[config.mk]
export PLATFORM = sky130hd
export DESIGN_NAME = pipelined_csel_addsub
export DESIGN_NICKNAME = d
export VERILOG_FILES = /design/src/rtl/pipelined_csel_addsub.sv
export SDC_FILE = /design/constraint.sdc
export NUM_CORES = 1
export LEC_CHECK = 0
export ABC_AREA = 1
export ABC_CLOCK_PERIOD_IN_PS = 2300
export CORE_UTILIZATION = 52
export CTS_CLUSTER_DIAMETER = 150
export CTS_CLUSTER_SIZE = 25
export DETAILED_ROUTE_END_ITERATION = 6
export HOLD_SLACK_MARGIN = 0.03
export PLACE_DENSITY_LB_ADDON = 0.05
export SLEW_MARGIN = 20
export SYNTH_ARGS = -nofsm -noshare
export SYNTH_HDL_FRONTEND = slang
export SYNTH_SLANG_ARGS = --single-unit
export TNS_END_PERCENT = 1
[constraint.sdc]
create_clock -name clk -period 2.3 [get_ports clk]
set_clock_uncertainty 0.05 [all_clocks]
set_input_delay 0.46 -clock clk [delete_from_list [all_inputs] [get_ports clk]]
set_output_delay 0.46 -clock clk [all_outputs]
set_load 0.01 [all_outputs]
[src/rtl/pipelined_csel_addsub.sv]
// Pipelined carry-select adder/subtractor: one SEG-bit segment is resolved per stage,
// with a global valid/ready stall and registered carry, overflow and zero flags.
module pipelined_csel_addsub #(
   parameter int WIDTH = 32,
   parameter int SEG   = 8
) (
   input  logic             clk,
   input  logic             rst_n,
   input  logic             in_valid,
   output logic             in_ready,
   input  logic [WIDTH-1:0] inA,
   input  logic [WIDTH-1:0] inB,
   input  logic             ci,
   input  logic             sub,
   output logic             out_valid,
   input  logic             out_ready,
   output logic [WIDTH-1:0] out,
   output logic             co,
   output logic             ovf,
   output logic             zero
);

   localparam int NSEG = WIDTH / SEG;

   typedef logic [WIDTH-1:0] word_t;
   typedef logic [SEG-1:0]   seg_t;

   localparam logic [SEG:0] ONE = 1;

   logic stall;

   // The pending segment of each operand always sits in the low bits.
   // Resolved sum bits enter at the top and shift down, so they end up in place.
   logic [NSEG-1:0]             vld_q;
   logic [NSEG-1:0][WIDTH-1:0]  opa_q;
   logic [NSEG-1:0][WIDTH-1:0]  opb_q;
   logic [NSEG-1:0][WIDTH-1:0]  res_q;
   logic [NSEG-1:0]             cy_q;
   logic [NSEG-1:0]             asgn_q;
   logic [NSEG-1:0]             bsgn_q;

   logic [NSEG-1:0][WIDTH-1:0]  res_nx;
   logic [NSEG-1:0]             cy_nx;

   logic [SEG:0] sum0;
   logic [SEG:0] sum1;
   logic [SEG:0] sel;

   assign stall    = out_valid & ~out_ready;
   assign in_ready = ~stall;

   always_comb begin
      sum0   = '0;
      sum1   = '0;
      sel    = '0;
      res_nx = '0;
      cy_nx  = '0;
      for (int k = 0; k < NSEG; k++) begin
         sum0      = {1'b0, seg_t'(opa_q[k])} + {1'b0, seg_t'(opb_q[k])};
         sum1      = sum0 + ONE;
         sel       = cy_q[k] ? sum1 : sum0;
         res_nx[k] = (res_q[k] >> SEG) | (word_t'(sel[SEG-1:0]) << (WIDTH - SEG));
         cy_nx[k]  = sel[SEG];
      end
   end

   // Stage 0 conditions the operands; later stages advance the skewed operands
   // and the partially resolved result; the final stage registers the outputs.
   always_ff @(posedge clk or negedge rst_n) begin
      if (!rst_n) begin
         vld_q     <= '0;
         opa_q     <= '0;
         opb_q     <= '0;
         res_q     <= '0;
         cy_q      <= '0;
         asgn_q    <= '0;
         bsgn_q    <= '0;
         out_valid <= 1'b0;
         out       <= '0;
         co        <= 1'b0;
         ovf       <= 1'b0;
         zero      <= 1'b0;
      end else if (!stall) begin
         vld_q[0]  <= in_valid;
         opa_q[0]  <= inA;
         opb_q[0]  <= sub ? ~inB : inB;
         res_q[0]  <= '0;
         cy_q[0]   <= sub ^ ci;
         asgn_q[0] <= inA[WIDTH-1];
         bsgn_q[0] <= sub ^ inB[WIDTH-1];
         for (int k = 1; k < NSEG; k++) begin
            vld_q[k]  <= vld_q[k-1];
            opa_q[k]  <= opa_q[k-1] >> SEG;
            opb_q[k]  <= opb_q[k-1] >> SEG;
            res_q[k]  <= res_nx[k-1];
            cy_q[k]   <= cy_nx[k-1];
            asgn_q[k] <= asgn_q[k-1];
            bsgn_q[k] <= bsgn_q[k-1];
         end
         out_valid <= vld_q[NSEG-1];
         out       <= res_nx[NSEG-1];
         co        <= cy_nx[NSEG-1];
         ovf       <= (asgn_q[NSEG-1] == bsgn_q[NSEG-1]) &&
                      (res_nx[NSEG-1][WIDTH-1] != asgn_q[NSEG-1]);
         zero      <= ~|res_nx[NSEG-1];
      end
   end

endmodule

==> summary.txt <==
Floorplan
  • Ports: 107
  • Die area: 23,340 um^2
  • Starting density of the core: 53.67%
  • Core ar.: 22,030 um^2
  • Core Rows: 54
  • Die Span Y: 152.8 um
  • Die width: 152.8 um

Yosys
  • Syn Inst Count: 1,406
  • Average size of a mapped cell: 8.408 um^2
  • FF+latch count, synth: 252
  • Synthesized area: 11,820 um^2
  • Cell variety after synth: 40
  • Register area share after synthesis: 53.34%
  • Syn. warnings: 0
  • Mapped Nets: 1,516

Global route
  • GR Overflow Total: 0
  • Vias in the first global route: 8,318
  • GRT Total Usage: 20.55%
  • Initial antenna violation count: 0
  • Pin count of the biggest net entering global routing: 92
  • First-pass GRT wire length: 39,910 um

Clock network
  • # H-tree levels: 1
  • CTS tree: built
  • Clock sinks: 252
  • Worst-skew pair later-pin latency: 0.48 ns
  • Num CTS Buffers: 14
  • Clk buf depth: 3
  • Root buffer cell: clkbuf_16
  • Worst-path clk slew: 0.09 ns

Placement
  • DP Wirelength: 16,040 um
  • Port Buffers: 106
  • Dpl cell area: 13,230 um^2
  • RD Place Congestion: 0.8912

Outcome
  • Status: finished with violations
  • Failing checks: DRC

Worst setup path
  • Critical path endpoint category: flop
  • CP required: 2.68 ns
  • Critical path type: reg -> reg
  • CP startpoint kind: flop
  • Worst-path fanout max: 3
  • Crit path DAT: 2.62 ns

Timing
  • Period minus WS final: 2.245 ns
  • Final setup fails: 0
  • Max-Slew Margin vs Limit: 66.25%
  • Tcrit/Tclk final: 97.59%
  • Hold Slack: 0.4016 ns
  • RSZ-0062 raised after global routing: true
  • Max Freq: 0.4455 GHz
  • Measured slew at the worst slew-check pin: 0.4998 ns
  • Fin. Hold Viols: 0
  • Setup TNS Final: 0 ns
  • Max-slew violations: 0

Power and ir drop
  • Maximum vdd drop: 810.5 uV
  • PwrDens: 1376 nW/um^2
  • Leakage power: 6.730 nW
  • PnR Total Power: 18.85 mW

Detailed routing
  • Number of remaining DRC errors: 9
  • Routed WL per cell: 12.98 um
  • DR vias: 8,848
  • Routed Antenna Nets: 0
  • Router iterations before antenna repair: 7
  • Iter 0 DRT Violations: 459
  • Routed WL: 22,950 um
  • Avg Vias per Cell: 5.005

Finish
  • Most frequent cells in the layout: nand2_1 (572), dfrtp_1 (252), o21ai_0 (143), clkdlybuf4s50_1 (104), inv_1 (101)
  • Area growth from synthesis to layout: 15.90%
  • Inserted Diodes: 0
  • Final Cell Area: 13,700 um^2
  • Most common cell after layout, fill and taps aside: nand2_1
  • Fin nets: 1,598
  • Layout cell share with drive strength beyond 1: 5.175%

Job
  • Max-cap violations: 0

Worst hold path
  • Hold Crit Class: reg -> reg
==> through the flow <==
stage               setup slack [ns]  utilization [%]  instances
detailed placement         -0.001689            60.08       1749
global placement             0.06266            60.08       1749
global route                 -0.1096            62.20       1768
floorplan                     0.1522                -       1406
CTS                         0.006003            62.01       1767
finish                       0.05545            62.20       1768
==> power by group <==
group	switching, mW	internal (mW)	total, mW
registers	1.11	6.38	7.49
clock network	1.40	1.20	2.60
logic	5.24	3.51	8.76
total	7.76	11.1	18.9
==> repair_timing <==
action	4_1_cts	5_1_grt
gates resized for setup	1	15
hold endpoints to repair	57	0
setup buffers	1	1
hold buffers	1	0
setup endpoints to repair	1	13
pin swaps	2	7
==> path summary, 6_finish.rpt <==
check / to / slack [ns] / start / cells after the start
hold reg to reg: out_valid$_DFFE_PN0N_ / 0.40 / vld_q[3]$_DFFE_PN0N_ / 2
max in group asynchronous: opb_q[11]$_DFFE_PN0N_ / 1.00 / rst_n / 3
setup reg to reg: zero$_DFFE_PN0N_ / 0.06 / opa_q[96]$_DFFE_PN0N_ / 10
hold / removal: out_valid$_DFFE_PN0N_ / 0.40 / vld_q[3]$_DFFE_PN0N_ / 2
setup / recovery: zero$_DFFE_PN0N_ / 0.06 / opa_q[96]$_DFFE_PN0N_ / 10
min in group asynchronous: out[5]$_DFFE_PN0N_ / 0.45 / rst_n / 2
==> synth_stat cells <==
| master | n | area, um^2 |
|---|---|---|
| nor2_1 | 28 | 105.1 |
| mux2i_1 | 1 | 10.01 |
| nor3_1 | 2 | 10.01 |
| or2_2 | 2 | 12.51 |
| o21ai_0 | 146 | 730.7 |
| xor2_2 | 2 | 32.53 |
| clkinv_1 | 1 | 3.750 |
| xnor2_1 | 41 | 359.1 |
| fa_1 | 4 | 80.08 |
| o21ai_1 | 2 | 10.01 |
| o21bai_1 | 2 | 15.01 |
| buf_1 | 5 | 18.77 |
| nor2_2 | 9 | 56.30 |
| nand4_1 | 28 | 175.2 |
| a21oi_1 | 31 | 155.2 |
| inv_1 | 101 | 379.1 |
| o211ai_1 | 1 | 7.510 |
| a22oi_1 | 1 | 7.510 |
| nand2_1 | 574 | 2155 |
| o22ai_1 | 1 | 6.260 |
| dfrtp_1 | 252 | 6306 |
| o21a_1 | 3 | 22.52 |
| clkbuf_1 | 26 | 97.59 |
| nor2_4 | 1 | 11.26 |
| nand2_2 | 2 | 12.51 |
| nand3b_2 | 2 | 22.52 |
| nand3_2 | 4 | 40.04 |
| nand3_1 | 53 | 265.3 |
| a31oi_1 | 1 | 6.260 |
| o311ai_0 | 1 | 8.760 |
| nand3b_1 | 5 | 37.54 |
| buf_2 | 28 | 140.1 |
| ha_1 | 36 | 450.4 |
| inv_2 | 2 | 7.510 |
| xor2_1 | 3 | 26.28 |
| clkbuf_2 | 1 | 5.000 |
| a21boi_0 | 1 | 7.510 |
| or2_1 | 1 | 6.260 |
| buf_4 | 1 | 7.510 |
| buf_6 | 1 | 11.26 |
==> state kept, by name, indices dropped and copies added, names as in the netlist <==
register   count
out_valid      1
ovf            1
bsgn_q         4
out           32
opa_q         76
co             1
asgn_q         4
opb_q         76
zero           1
cy_q           4
vld_q          4
res_q         48
==> critical path, cell delays in order, from the launching register on <==
cell and delay [ns]:
dfrtp_1 0.40, ha_1 0.23, fa_2 0.56, ha_1 0.23
mux2i_1 0.19, nand4_1 0.12, nor2_1 0.12, nand2_1 0.06
a21oi_1 0.13, nand2_1 0.07, nand2_1 0.05
==> kinds of logic (layout without fill, tap and decap cells) <==
| group | count (synthesis) | in the layout | share of synthesized area (%) |
|---|---|---|---|
| mux | 1 | 1 | 0.08468 |
| xor+xnor | 46 | 46 | 3.535 |
| buf+inv | 166 | 248 | 5.673 |
| flops | 252 | 252 | 53.34 |
| fa+ha+maj | 40 | 40 | 4.488 |
| simple gates | 711 | 711 | 24.61 |
| compound gates | 190 | 190 | 8.266 |
==> layout make-up <==
type                       instances  area (um^2)
timing repair buffer             128         1354
inverter                         104        395.4
clock inverter                     1        30.03
clock buffer                      15        375.4
sequential                       252         6306
tap                              280        350.3
multi-input combinational        988         4890
fill                            1958         8325
==> routing by layer <==
layer	global-route usage [%]	vias up	share of wire [%]
met2	30.89	157	42
met3	2.332	18	3.8
met1	31.99	4052	52
met5	0	-	0
met4	4.473	0	1.5
li1	-	4621	-
Power figures use the tool's default switching activity.
